--- src/rtl/mips32_pkg.sv ---
// Shared types and constants for the MIPS32 boot path.
// Holds the loader state encoding and instruction-word constants.
package mips32_pkg;

   localparam int INSTR_W = 32;
   localparam logic [5:0] HALT = 6'h3f;

   typedef enum logic [2:0] {
      S_LEN_HI = 3'd0,
      S_LEN_LO = 3'd1,
      S_DATA   = 3'd2,
      S_CSUM   = 3'd3,
      S_DONE   = 3'd4,
      S_ERR    = 3'd5
   } state_t;

   // Receive states are the ones that accept stream bytes.
   function automatic logic is_rx(input state_t s);
      return (s != S_DONE) && (s != S_ERR);
   endfunction

endpackage

--- src/rtl/mips32_word_assembler.sv ---
// Packs a big-endian byte stream into 32-bit words.
// word_valid_o pulses with the 4th byte; word_o is then complete.
module mips32_word_assembler
   import mips32_pkg::*;
(
   input  logic               clk1,
   input  logic               rst_n,
   input  logic               clr_i,
   input  logic               en_i,
   input  logic [7:0]         byte_i,
   output logic               word_valid_o,
   output logic [INSTR_W-1:0] word_o
);

   logic [23:0] sr_q;
   logic [1:0]  cnt_q;

   assign word_valid_o = en_i && (cnt_q == 2'd3);
   assign word_o       = {sr_q, byte_i};

   // Shift in accepted bytes; the counter wraps every word.
   always_ff @(posedge clk1 or negedge rst_n) begin
      if (!rst_n) begin
         sr_q  <= '0;
         cnt_q <= '0;
      end else if (clr_i) begin
         sr_q  <= '0;
         cnt_q <= '0;
      end else if (en_i) begin
         sr_q  <= {sr_q[15:0], byte_i};
         cnt_q <= cnt_q + 2'd1;
      end
   end

endmodule

--- src/rtl/mips32_prog_loader.sv ---
// Boot loader: framed byte stream into instruction memory.
// Core is held in reset until a checksum-verified load completes.
module mips32_prog_loader
   import mips32_pkg::*;
#(
   parameter int ADDR_W    = 10,
   parameter int MAX_WORDS = 1024
)
(
   input  logic               clk1,
   input  logic               rst_n,
   input  logic               start,
   input  logic [7:0]         in_data,
   input  logic               in_valid,
   output logic               in_ready,
   output logic               mem_we,
   output logic [ADDR_W-1:0]  mem_addr,
   output logic [INSTR_W-1:0] mem_wdata,
   output logic               core_rst_n,
   output logic               boot_done,
   output logic               boot_err
);

   localparam logic [16:0] MAX_L = 17'(MAX_WORDS);

   state_t state_q, state_d;

   logic               in_ready_q, in_ready_d;
   logic               done_q, done_d;
   logic               err_q, err_d;
   logic [7:0]         len_hi_q;
   logic [15:0]        len_q;
   logic [7:0]         csum_q;
   logic [15:0]        word_cnt_q;
   logic               csum_seen_q;
   logic               csum_ok_q;
   logic               mem_we_q;
   logic [ADDR_W-1:0]  mem_addr_q;
   logic [INSTR_W-1:0] mem_wdata_q;

   logic               xfer;
   logic               data_xfer;
   logic [15:0]        len_w;
   logic               word_valid;
   logic [INSTR_W-1:0] word;
   logic               last_word;

   // After the CSUM byte lands, further bytes are ignored.
   assign xfer      = in_valid && in_ready_q && !csum_seen_q;
   assign data_xfer = xfer && (state_q == S_DATA);
   assign len_w     = {len_hi_q, in_data};
   assign last_word = word_valid && ((word_cnt_q + 16'd1) == len_q);

   mips32_word_assembler u_asm (
      .clk1         (clk1),
      .rst_n        (rst_n),
      .clr_i        (start),
      .en_i         (data_xfer),
      .byte_i       (in_data),
      .word_valid_o (word_valid),
      .word_o       (word)
   );

   // State and registered status outputs.
   always_ff @(posedge clk1 or negedge rst_n) begin
      if (!rst_n) begin
         state_q    <= S_LEN_HI;
         in_ready_q <= 1'b0;
         done_q     <= 1'b0;
         err_q      <= 1'b0;
      end else begin
         state_q    <= state_d;
         in_ready_q <= in_ready_d;
         done_q     <= done_d;
         err_q      <= err_d;
      end
   end

   // Frame sequencing; CSUM verdict resolves one edge after the byte.
   always_comb begin
      state_d = state_q;
      if (start) begin
         state_d = S_LEN_HI;
      end else begin
         unique case (state_q)
            S_LEN_HI: if (xfer) state_d = S_LEN_LO;
            S_LEN_LO: begin
               if (xfer) begin
                  if ({1'b0, len_w} > MAX_L)
                     state_d = S_ERR;
                  else if (len_w == 16'd0)
                     state_d = S_CSUM;
                  else
                     state_d = S_DATA;
               end
            end
            S_DATA:   if (last_word) state_d = S_CSUM;
            S_CSUM: begin
               if (csum_seen_q)
                  state_d = csum_ok_q ? S_DONE : S_ERR;
            end
            default: state_d = state_q;
         endcase
      end
   end

   // Status outputs follow the state being entered.
   always_comb begin
      in_ready_d = is_rx(state_d);
      done_d     = (state_d == S_DONE);
      err_d      = (state_d == S_ERR);
   end

   // Length capture, checksum, word counter and memory write port.
   always_ff @(posedge clk1 or negedge rst_n) begin
      if (!rst_n) begin
         len_hi_q    <= '0;
         len_q       <= '0;
         csum_q      <= '0;
         word_cnt_q  <= '0;
         csum_seen_q <= 1'b0;
         csum_ok_q   <= 1'b0;
         mem_we_q    <= 1'b0;
         mem_addr_q  <= '0;
         mem_wdata_q <= '0;
      end else begin
         mem_we_q <= 1'b0;
         if (start) begin
            csum_q      <= '0;
            word_cnt_q  <= '0;
            csum_seen_q <= 1'b0;
            csum_ok_q   <= 1'b0;
         end else begin
            if (xfer && state_q == S_LEN_HI)
               len_hi_q <= in_data;
            if (xfer && state_q == S_LEN_LO)
               len_q <= len_w;
            if (data_xfer)
               csum_q <= csum_q ^ in_data;
            if (word_valid) begin
               mem_we_q    <= 1'b1;
               mem_addr_q  <= word_cnt_q[ADDR_W-1:0];
               mem_wdata_q <= word;
               word_cnt_q  <= word_cnt_q + 16'd1;
            end
            if (xfer && state_q == S_CSUM) begin
               csum_seen_q <= 1'b1;
               csum_ok_q   <= (in_data == csum_q);
            end
         end
      end
   end

   assign in_ready   = in_ready_q;
   assign mem_we     = mem_we_q;
   assign mem_addr   = mem_addr_q;
   assign mem_wdata  = mem_wdata_q;
   assign boot_done  = done_q;
   assign boot_err   = err_q;
   assign core_rst_n = done_q;

endmodule

--- config.mk ---
export PLATFORM = sky130hd
export DESIGN_NAME = mips32_prog_loader
export DESIGN_NICKNAME = d
export VERILOG_FILES = /design/src/rtl/mips32_pkg.sv /design/src/rtl/mips32_word_assembler.sv /design/src/rtl/mips32_prog_loader.sv
export SDC_FILE = /design/constraint.sdc
export NUM_CORES = 1
export LEC_CHECK = 0
export ABC_AREA = 1
export CORE_ASPECT_RATIO = 1.25
export CORE_MARGIN = 4
export CORE_UTILIZATION = 40
export DETAILED_ROUTE_END_ITERATION = 8
export GPL_ROUTABILITY_DRIVEN = 0
export PLACE_DENSITY = 0.62
export SKIP_CTS_REPAIR_TIMING = 1
export SYNTH_ARGS = -nofsm -noshare
export SYNTH_HDL_FRONTEND = slang
export SYNTH_HIERARCHICAL = 1
export SYNTH_SLANG_ARGS = --single-unit
export TNS_END_PERCENT = 20
--- constraint.sdc ---
create_clock -name clk1 -period 3.4 [get_ports clk1]
set_input_delay 0.34 -clock clk1 [delete_from_list [all_inputs] [get_ports clk1]]
set_output_delay 0.34 -clock clk1 [all_outputs]
set_load 0.02 [all_outputs]
==> results of run 1 <==
## worst reg2reg max path, cell delays in order (launching register included)
cell and delay, ns:
dfrtp_1 0.39, inv_1 0.11, nand3_1 0.23, nor2_4 0.17
nand2_1 0.05, inv_1 0.06, inv_1 0.05, nor2_2 0.09
clkinv_1 0.46, buf_4 0.43, nand2_1 0.09, o21ai_0 0.07
## metal layers
metal  share of wire (%)  global-route usage, %  wire length [microns]
met5                   0                      0                      0
met2                  51                   29.9                   7180
met1                  44                   22.3                   6180
met4                 1.1                   5.92                    157
met3                 4.0                   4.86                    562
## registers in the layout, indices dropped and copies added (netlist names)
register,flops
boot_done,1
boot_err,1
csum_ok_q,1
csum_q,8
csum_seen_q,1
in_ready,1
len_hi_q,8
len_q,16
mem_addr,10
mem_wdata,32
mem_we,1
state_q,3
u_asm/cnt_q,2
u_asm/sr_q,24
word_cnt_q,16
## layout by cell type (no fill, tap or decap), types with 4 or more instances in the layout
cell	n
buf_4	7
xnor2_1	7
nor2_2	8
nand3_1	44
o21ai_0	36
inv_1	61
o22ai_1	14
nor2_1	31
nand2_1	255
nand3_2	21
clkdlybuf4s50_1	57
bufinv_16	4
dfrtp_1	125
nor3_1	4
nand2_2	4
a21oi_1	9
nand4_1	14
nand3b_1	6
clkbuf_16	17
## cells by family (layout without fill, tap and decap cells)
group	count (synthesis)	after routing
xor gates and xnor gates	10	10
and+or+nand+nor	393	393
DFF	125	125
buffers and inverters	98	160
AOI/OAI and AO/OA	70	70
adders and majority gates	2	2
muxes	2	2
## final timing paths
check,from,endpoint,slack [ns]
hold reg to reg,mem_wdata[21]$_DFFE_PN0P_,mem_wdata[21]$_DFFE_PN0P_,0.47
min in group clk1,mem_wdata[21]$_DFFE_PN0P_,mem_wdata[21]$_DFFE_PN0P_,0.47
setup reg to reg,csum_seen_q$_DFFE_PN0P_,mem_addr[2]$_DFFE_PN0P_,1.06
max in group asynchronous,rst_n,csum_ok_q$_DFFE_PN0P_,2.58
setup / recovery,csum_seen_q$_DFFE_PN0P_,mem_addr[2]$_DFFE_PN0P_,1.06
hold / removal,rst_n,mem_addr[2]$_DFFE_PN0P_,0.006
## cell type report
| cell class | count | area [sq um] | area share, % |
|---|---|---|---|
| Sequential cell | 125 | 3130 | 43.3 |
| Multi-Input combinational cell | 477 | 2350 | 32.6 |
| Timing Repair Buffer | 65 | 643 | 8.91 |
| Clock buffer | 18 | 439 | 6.09 |
| Inverter | 64 | 243 | 3.36 |
| Tap cell | 178 | 223 | 3.09 |
| Clock inverter | 13 | 189 | 2.62 |
## power by group through the flow
| stage | clock (mW) | combinational (mW) | sequential (mW) |
|---|---|---|---|
| final | 1.93 | 0.522 | 1.77 |
| after global routing | 2.03 | 0.608 | 1.79 |
| after detailed placement | 0 | 0.522 | 1.79 |
| after floorplan | 0 | 0.395 | 1.76 |
| after global placement | 0 | 0.505 | 1.79 |
| after CTS | 1.96 | 0.525 | 1.77 |
==> out/qor.txt, run 1 <==
CP Max Fanout: 27
placed cells: 909
CP top delay family: buffers and inverters
vias in the first global route: 4969
Tot Pwr: 4.22 mW
drc violations: 0
fillers: 1359
Pleak: 3.46 nW
Via-to-Cell Ratio: 5.08
Pint: 3.10 mW
ANT nets after route: 0
Gate power share: 12.4%
Post-synth ARST share: 100%
floorplan row count: 49
WL/cell: 15.0 microns
I/O Buffers: 58
post-route insts no fill: 940
kind of critical path: flip-flop to flip-flop
Compound-Gate Fraction of Synth Area: 6.76%
cell with the most instances after synthesis: nand2_1
Pre-Repair DR Iteration Count: 4
clock-pin slew on the worst setup and hold paths: 0.05 ns
Top FF cell, synth: dfrtp_1
Area growth syn-to-layout: 21.4%
initial antenna violation count: 0
status: complete, no violations
Adder-Cell Fraction of Synth Area: 0.421%
largest family of logic cells by synthesized area: simple AND/OR/NAND/NOR gates
first-pass GRT wire length: 23.9 mm
max-capacitance violation count: 0
VDD IR max: 0.353 mV
layout cell share with drive strength beyond 1: 10.9%
Slew Viols, Final: 0
crit end category: flip-flop
PnR worst setup slack: 1.06 ns
dpl hpwl: 9.90 mm
Core Util, Final: 49.9%
Initial Util: 41.1%
clock latency on the worst-skew pair: 0.41 ns
sequential fraction of the synthesis area: 52.6%
CORE AREA: 0.0145 sq mm
Ant. Diodes: 0
Setup WS pre-CTS: 0.746 ns
WL final: 14.1 mm
TritonCTS clock tree: built
Area after DPL: 0.00659 sq mm
syn nets: 714
unrepaired setup endpoints after global routing: no
DR iter-0 viols: 288
Worst slew margin: 49.6%
EDFF count, synth: 0
I/O pins: 59
final-stage net count: 764
Die Ht: 144 microns
setup_tns: 0 ns
Die X: 117 microns
Reg power frac: 41.9%
Synth Area in Simple Gates: 30.1%
via count: 4771
Least-Margin Pin Slew: 0.756 ns
WP data required: 3.68 ns
Synth Area in XOR/XNOR: 1.70%
clock share of power: 45.7%
NetSw: 1.12 mW
Worst path most repeated cell: inv_1
Worst EP arrival: 2.62 ns
Critical Path Slowest Stage Cell: clkinv_1
Final Hold Vio Count: 0
Synth Register Bits: 125
total gr overflow: 0
Finished Cell Area: 0.00722 sq mm
minimum clock period: 2.34 ns
Longest Clk Path Bufs: 2
Hold Worst Slack: 0.00570 ns
period utilization: 68.7%
R2R cell count: 11
synthesized cell area: 0.00595 sq mm
Synth area leaders: dfrtp_1, nand2_1, inv_1
area share of the largest cell type after synthesis: 52.6%
Cells after Synth: 700
final setup fails: 0
Max Freq: 428 MHz
number of CTS-inserted buffers: 17
crit-path max cell delay: 0.46 ns
die area: 0.0169 sq mm
mux cell area share after synthesis: 0.379%
Synth cell types: 36
CTS Root Cell: clkbuf_16
WP buf/inv: 5
Sink Count: 125
H-tree Lvls: 4
power per cell area: 584 mW/mm^2
Synth area leader: dfrtp_1
largest net degree at the start of global routing: 70
worst-path cell chain: inv_1 -> nand3_1 -> nor2_4 -> nand2_1 -> inv_1 -> inv_1 -> nor2_2 -> clkinv_1 -> buf_4 -> nand2_1 -> o21ai_0
GRT Total Usage: 17.9%
Tightest Hold Check Type: input pin to async pin
mean post-synth cell area: 8.49 sq um
clock skew: 0.00821 ns
synth cell count leaders: nand2_1, dfrtp_1, inv_1
crit path launch type: flip-flop
Switching Share: 26.5%
Syn. warnings: 6
WP depth: 11
(Power assumes the default switching activity.)
==> inputs of run 2 (changes only) <==
Clock period 3.4 ns to 2.2 ns, I/O delays scaled along.
==> run 2 against run 1 <==
Net effect: core utilization up 1.1 points; count of clock-buffer cells in the layout up 1; sequential power up 54%; sequential cell count unchanged; global-route usage up 0.56 points; via count up 2.9%; final cell count up 2.2%; power up 55%; first-iteration DRC count up 25%; clock power up 52%; register-to-register slack worse by 0.89 ns; clock skew up 0.0011 ns; largest power group unchanged.
==> out/qor.txt, run 2 (synthesized netlist as in run 1, its figures left out) <==
status: complete, no violations
WP buf/inv: 0 (-5)
clock latency on the worst-skew pair: 0.41 ns (about the same)
layout cell share with drive strength beyond 1: 13.2% (+2.3 points)
Slew Viols, Final: 0 (unchanged)
PnR worst setup slack: 0.172 ns (-0.891 ns)
clock-pin slew on the worst setup and hold paths: 0.05 ns (about the same)
Initial Util: 41.1% (unchanged)
Final Hold Vio Count: 0 (unchanged)
Worst path most repeated cell: nand2_1
Longest Clk Path Bufs: 2 (unchanged)
global-route met1 utilization: 22.6% (+0.27 points)
max reg flops: 32 (unchanged)
I/O pins: 59 (unchanged)
I/O Buffers: 58 (unchanged)
routing usage on met3: 4.27% (-0.59 points)
Setup WS pre-CTS: 0.144 ns (-0.601 ns)
layer with the highest usage: met2
H-tree Lvls: 4 (unchanged)
first-pass GRT wire length: 24.5 mm (+2.5%)
Worst EP arrival: 2.38 ns (-0.24 ns)
Die Ht: 144 microns (unchanged)
number of CTS-inserted buffers: 17 (unchanged)
floorplan row count: 49 (unchanged)
Area growth syn-to-layout: 24.0%
worst-path cell chain: ha_1 -> nand2_1 -> nor2_2 -> nand4_1 -> nand3b_1 -> nand2_1 -> nor2_1 -> nand2_1 -> nor2_1 -> nand2_1 -> nand2_2 -> nand2_2 -> nor2_2
die area: 0.0169 sq mm (unchanged)
VDD IR max: 0.538 mV (+52%)
largest net degree at the start of global routing: 87 (+24%)
Pleak: 3.55 nW (+2.6%)
initial antenna violation count: 0 (unchanged)
met2 Resource Use GR: 30.9% (+0.93 points)
crit-path max cell delay: 0.42 ns (-0.04 ns)
Pre-Repair DR Iteration Count: 5 (+1)
Max Freq: 493 MHz (+15%)
ANT nets after route: 0 (unchanged)
setup_tns: 0 ns (unchanged)
Ant. Diodes: 0 (unchanged)
CORE AREA: 0.0145 sq mm (unchanged)
kind of critical path: flip-flop to flip-flop
final setup fails: 0 (unchanged)
power per cell area: 887 mW/mm^2 (+52%)
unrepaired setup endpoints after global routing: no
CP Max Fanout: 5 (-81%)
vias in the first global route: 5032 (+1.3%)
most frequent cells in the layout: nand2_1, dfrtp_1, inv_1
dpl hpwl: 10.6 mm (+6.9%)
final-stage net count: 784 (+2.6%)
most common cell after layout, fill and taps aside: nand2_1
Tightest Hold Check Type: input pin to async pin
drc violations: 0 (unchanged)
DR iter-0 viols: 359 (+25%)
WL/cell: 15.3 microns (+2.1%)
WL final: 14.7 mm (+4.3%)
minimum clock period: 2.03 ns (-0.309 ns)
clock skew: 0.00933 ns (+0.00112 ns)
CP top delay family: simple AND/OR/NAND/NOR gates
crit path launch type: flip-flop
GRT Total Usage: 18.4% (+0.56 points)
period utilization: 92.2% (+23 points)
via count: 4907 (+2.9%)
CTS Root Cell: clkbuf_16
Critical Path Slowest Stage Cell: dfrtp_1
Worst slew margin: 59.4% (+9.8 points)
max-capacitance violation count: 0 (unchanged)
TritonCTS clock tree: built
total gr overflow: 0 (unchanged)
Sink Count: 125 (unchanged)
Die X: 117 microns (unchanged)
Via-to-Cell Ratio: 5.11 (+0.60%)
Least-Margin Pin Slew: 0.603 ns (-0.154 ns)
crit end category: flip-flop
WP data required: 2.55 ns (-1.13 ns)
run 2: worst paths after layout:
check                           slack [ns]  cells past startpoint                      start                   endpoint
worst max-delay path                  0.17                     13  word_cnt_q[1]$_DFFE_PN0P_         boot_err$_DFF_PN0_
worst min-delay path                  0.17                      2                      rst_n    mem_addr[3]$_DFFE_PN0P_
worst max register to register        0.17                     13  word_cnt_q[1]$_DFFE_PN0P_         boot_err$_DFF_PN0_
worst min register to register        0.47                      2  mem_wdata[25]$_DFFE_PN0P_  mem_wdata[25]$_DFFE_PN0P_
max in group asynchronous             1.39                      3                      rst_n  word_cnt_q[7]$_DFFE_PN0P_
min in group clk1                     0.47                      2  mem_wdata[25]$_DFFE_PN0P_  mem_wdata[25]$_DFFE_PN0P_
run 2: cell type report:
cell class | instances | area, sq um
Clock buffer | 19 | 433
Sequential cell | 125 | 3130
Multi-Input combinational cell | 477 | 2360
Fill cell | 1333 | 7090
Tap cell | 178 | 223
Clock inverter | 13 | 190
Inverter | 64 | 243
Timing Repair Buffer | 85 | 796
run 2: power breakdown:
part           total (mW)  internal [mW]  switching (mW)
clock                2.94           1.90            1.04
combinational       0.864          0.349           0.515
sequential           2.73           2.54           0.190
run 2: metal layers:
| metal | wire length (microns) | vias up |
|---|---|---|
| li1 | - | 2388 |
| met1 | 6240 | 2336 |
| met2 | 7420 | 148 |
| met3 | 685 | 35 |
| met4 | 348 | 0 |
| met5 | 0 | - |
run 2: through the flow:
stage	hold WS (ns)	utilization (%)	instance area, sq um	power (mW)	std cells
2_1_floorplan	-0.0756	-	5960	3.33	700
3_3_place_gp	0.0427	46.6	6740	3.59	928
3_5_place_dp	0.0429	46.6	6740	3.63	928
4_1_cts	-0.395	50.9	7360	6.59	960
5_1_grt	0.166	51.0	7370	6.86	961
6_report	0.167	51.0	7370	6.54	961
==> inputs of run 3 (changes only) <==
Settings changed: HOLD_SLACK_MARGIN from default to 0.05, PLACE_DENSITY 0.62 to 0.63, SYNTH_HIERARCHICAL 1 to default.
Clock period 2.2 ns to 2.25 ns, I/O delays scaled along.
==> run 3 against run 2 <==
Net effect: sequential cell count stayed put; sequential share of layout area rose by 2.5 points; highest routed layer unchanged; via count decreased by 8.8%; critical path type unchanged.
==> out/qor.txt, run 3 <==
Slew Viols, Final: 0 (unchanged)
Hold Worst Slack: 0.322 ns (+0.155 ns)
Finished Cell Area: 0.00696 sq mm (-5.6%)
H-tree Lvls: 4 (unchanged)
unrepaired setup endpoints after global routing: no
Area growth syn-to-layout: 26.3%
Post-synth ARST share: 100% (unchanged)
period utilization: 87.9% (-4.3 points)
Top FF cell, synth: dfrtp_1
Adder-Cell Fraction of Synth Area: 0.454% (+0.033 points)
WP data required: 2.60 ns (+0.05 ns)
Core Util, Final: 51.9% (+0.97 points)
Cells after Synth: 624 (-11%)
Worst R2R Start: state_q[0]$_DFF_PN0_
Synth Area in Simple Gates: 21.3% (-8.9 points)
status: complete, no violations
Worst EP arrival: 2.32 ns (-0.06 ns)
Syn. warnings: 0 (-6)
Sink Count: 125 (unchanged)
crit-path max cell delay: 0.38 ns (-0.04 ns)
I/O Buffers: 58 (unchanged)
Max Freq: 506 MHz (+2.6%)
WL final: 13.7 mm (-6.9%)
max reg flops: 32 (unchanged)
DR iter-0 viols: 269 (-25%)
VDD IR max: 0.563 mV (+4.5%)
Synth area leaders: dfrtp_1, nand2_1, o21ai_0
mean post-synth cell area: 8.84 sq um (+4.1%)
post-route insts no fill: 876 (-8.8%)
largest family of logic cells by synthesized area: simple AND/OR/NAND/NOR gates
drc violations: 0 (unchanged)
Longest Clk Path Bufs: 2 (unchanged)
clock-pin slew on the worst setup and hold paths: 0.06 ns (about the same)
synthesized cell area: 0.00552 sq mm (-7.2%)
Final Hold Vio Count: 0 (unchanged)
layout cell share with drive strength beyond 1: 9.65% (-3.5 points)
GRT Total Usage: 18.4% (-0.065 points)
CORE AREA: 0.0134 sq mm (-7.3%)
fillers: 1238 (-7.1%)
Via-to-Cell Ratio: 5.11 (about the same)
vias in the first global route: 4575 (-9.1%)
final-stage net count: 706 (-9.9%)
most frequent cells in the layout: nand2_1, dfrtp_1, o21ai_0
WL/cell: 15.6 microns (+2.1%)
Synth Area in XOR/XNOR: 2.02% (+0.31 points)
minimum clock period: 1.98 ns (-0.0506 ns)
Area after DPL: 0.00634 sq mm (-5.8%)
Tot Pwr: 6.26 mW (-4.3%)
WP buf/inv: 1 (+1)
CTS Root Cell: clkbuf_16
Pleak: 3.14 nW (-11%)
die area: 0.0157 sq mm (-6.8%)
CP top delay family: simple AND/OR/NAND/NOR gates
floorplan row count: 47 (-4.1%)
Setup WS pre-CTS: 0.151 ns (+0.00643 ns)
CP Max Fanout: 5 (unchanged)
via count: 4476 (-8.8%)
sequential fraction of the synthesis area: 56.7% (+4.1 points)
clock skew: 0.00707 ns (-0.00227 ns)
Synth area leader: dfrtp_1
kind of critical path: flip-flop to flip-flop
crit end category: flip-flop
max-capacitance violation count: 0 (unchanged)
cell with the most instances after synthesis: nand2_1
largest net degree at the start of global routing: 63 (-28%)
number of CTS-inserted buffers: 17 (unchanged)
Worst slew margin: 68.2% (+8.8 points)
Synth cell types: 38 (+5.6%)
TritonCTS clock tree: built
final setup fails: 0 (unchanged)
Critical Path Slowest Stage Cell: dfrtp_1
dpl hpwl: 9.79 mm (-7.4%)
crit path launch type: flip-flop
Least-Margin Pin Slew: 0.476 ns (-0.126 ns)
Die Ht: 139 microns (-3.5%)
Die X: 113 microns (-3.4%)
total gr overflow: 0 (unchanged)
Synth Register Bits: 125 (unchanged)
first-pass GRT wire length: 22.8 mm (-7.0%)
setup_tns: 0 ns (unchanged)
PnR worst setup slack: 0.273 ns (+0.101 ns)
area share of the largest cell type after synthesis: 56.7% (+4.1 points)
initial antenna violation count: 0 (unchanged)
Crit. Startpoint: state_q[0]$_DFF_PN0_
syn nets: 638 (-11%)
Initial Util: 41.1% (+0.042 points)
Ant. Diodes: 0 (unchanged)
synth cell count leaders: nand2_1, dfrtp_1, o21ai_0
clock latency on the worst-skew pair: 0.41 ns (about the same)
placed cells: 843 (-9.2%)
EDFF count, synth: 0 (unchanged)
mux cell area share after synthesis: 0.181% (-0.20 points)
worst-path cell chain: inv_1 -> nand2_1 -> nor2_2 -> nand3_1 -> nor2_1 -> nand2_1 -> nor2_1 -> nand3_1 -> nor2_2 -> nand3_1 -> nand2_2 -> nand2_2 -> nor2_2
most common cell after layout, fill and taps aside: nand2_1
I/O pins: 59 (unchanged)
Pre-Repair DR Iteration Count: 5 (unchanged)
Compound-Gate Fraction of Synth Area: 12.5% (+5.7 points)
ANT nets after route: 0 (unchanged)
power per cell area: 898 mW/mm^2 (+1.3%)
Tightest Hold Check Type: input pin to async pin
[run 3: cell types whose count changed after synthesis, moves of 9 or more]
cell	delta
nor2_1	-18
buf_6	-9
nand3_2	-20
o22ai_1	+11
nand2_1	-87
inv_1	+10
o21ai_0	+49
buf_4	-9
buf_2	+9
[run 3: kinds of logic after synthesis]
kind of cell,Yosys count
AO/OA/AOI/OAI,126
XOR/XNOR,11
adder cells (fa/ha/maj),2
buffers and inverters,97
flip-flops,125
multiplexers,1
AND/OR/NAND/NOR,262
[run 3: final timing paths]
check                                           to  slack [ns]  depth (start not counted)
min                        mem_addr[9]$_DFFE_PN0P_        0.32                          2
max reg2reg                     boot_err$_DFF_PN0_        0.27                         13
min reg2reg                mem_addr[4]$_DFFE_PN0P_        0.48                          2
max in group asynchronous    csum_q[6]$_DFFE_PN0P_        1.28                          3
min in group clk1          mem_addr[4]$_DFFE_PN0P_        0.48                          2
max                             boot_err$_DFF_PN0_        0.27                         13
[run 3: final cells by class]
cell class                      instances  area (sq um)  area share (%)
Sequential cell                       125          3130            44.9
Multi-Input combinational cell        402          2010            28.8
Timing Repair Buffer                   73           731            10.5
Clock buffer                           20           467            6.70
Inverter                               73           274            3.93
Tap cell                              171           214            3.07
Clock inverter                         12           143            2.05
[run 3: where the power goes]
part           internal [mW]  leakage, nW  switching [mW]  total, mW
Clock                   1.82        0.297           0.982       2.80
Combinational          0.313         1.14           0.462      0.775
Sequential              2.48         1.71           0.204       2.68
Total                   4.61         3.14            1.65       6.26
[run 3: per-layer routing]
metal	up-vias	share of wire [%]	GRT usage, %
met4	0	2.3	8.16
met2	108	52	31.4
met3	22	3.4	3.60
met5	-	0	0
li1	2174	-	-
met1	2172	42	22.4
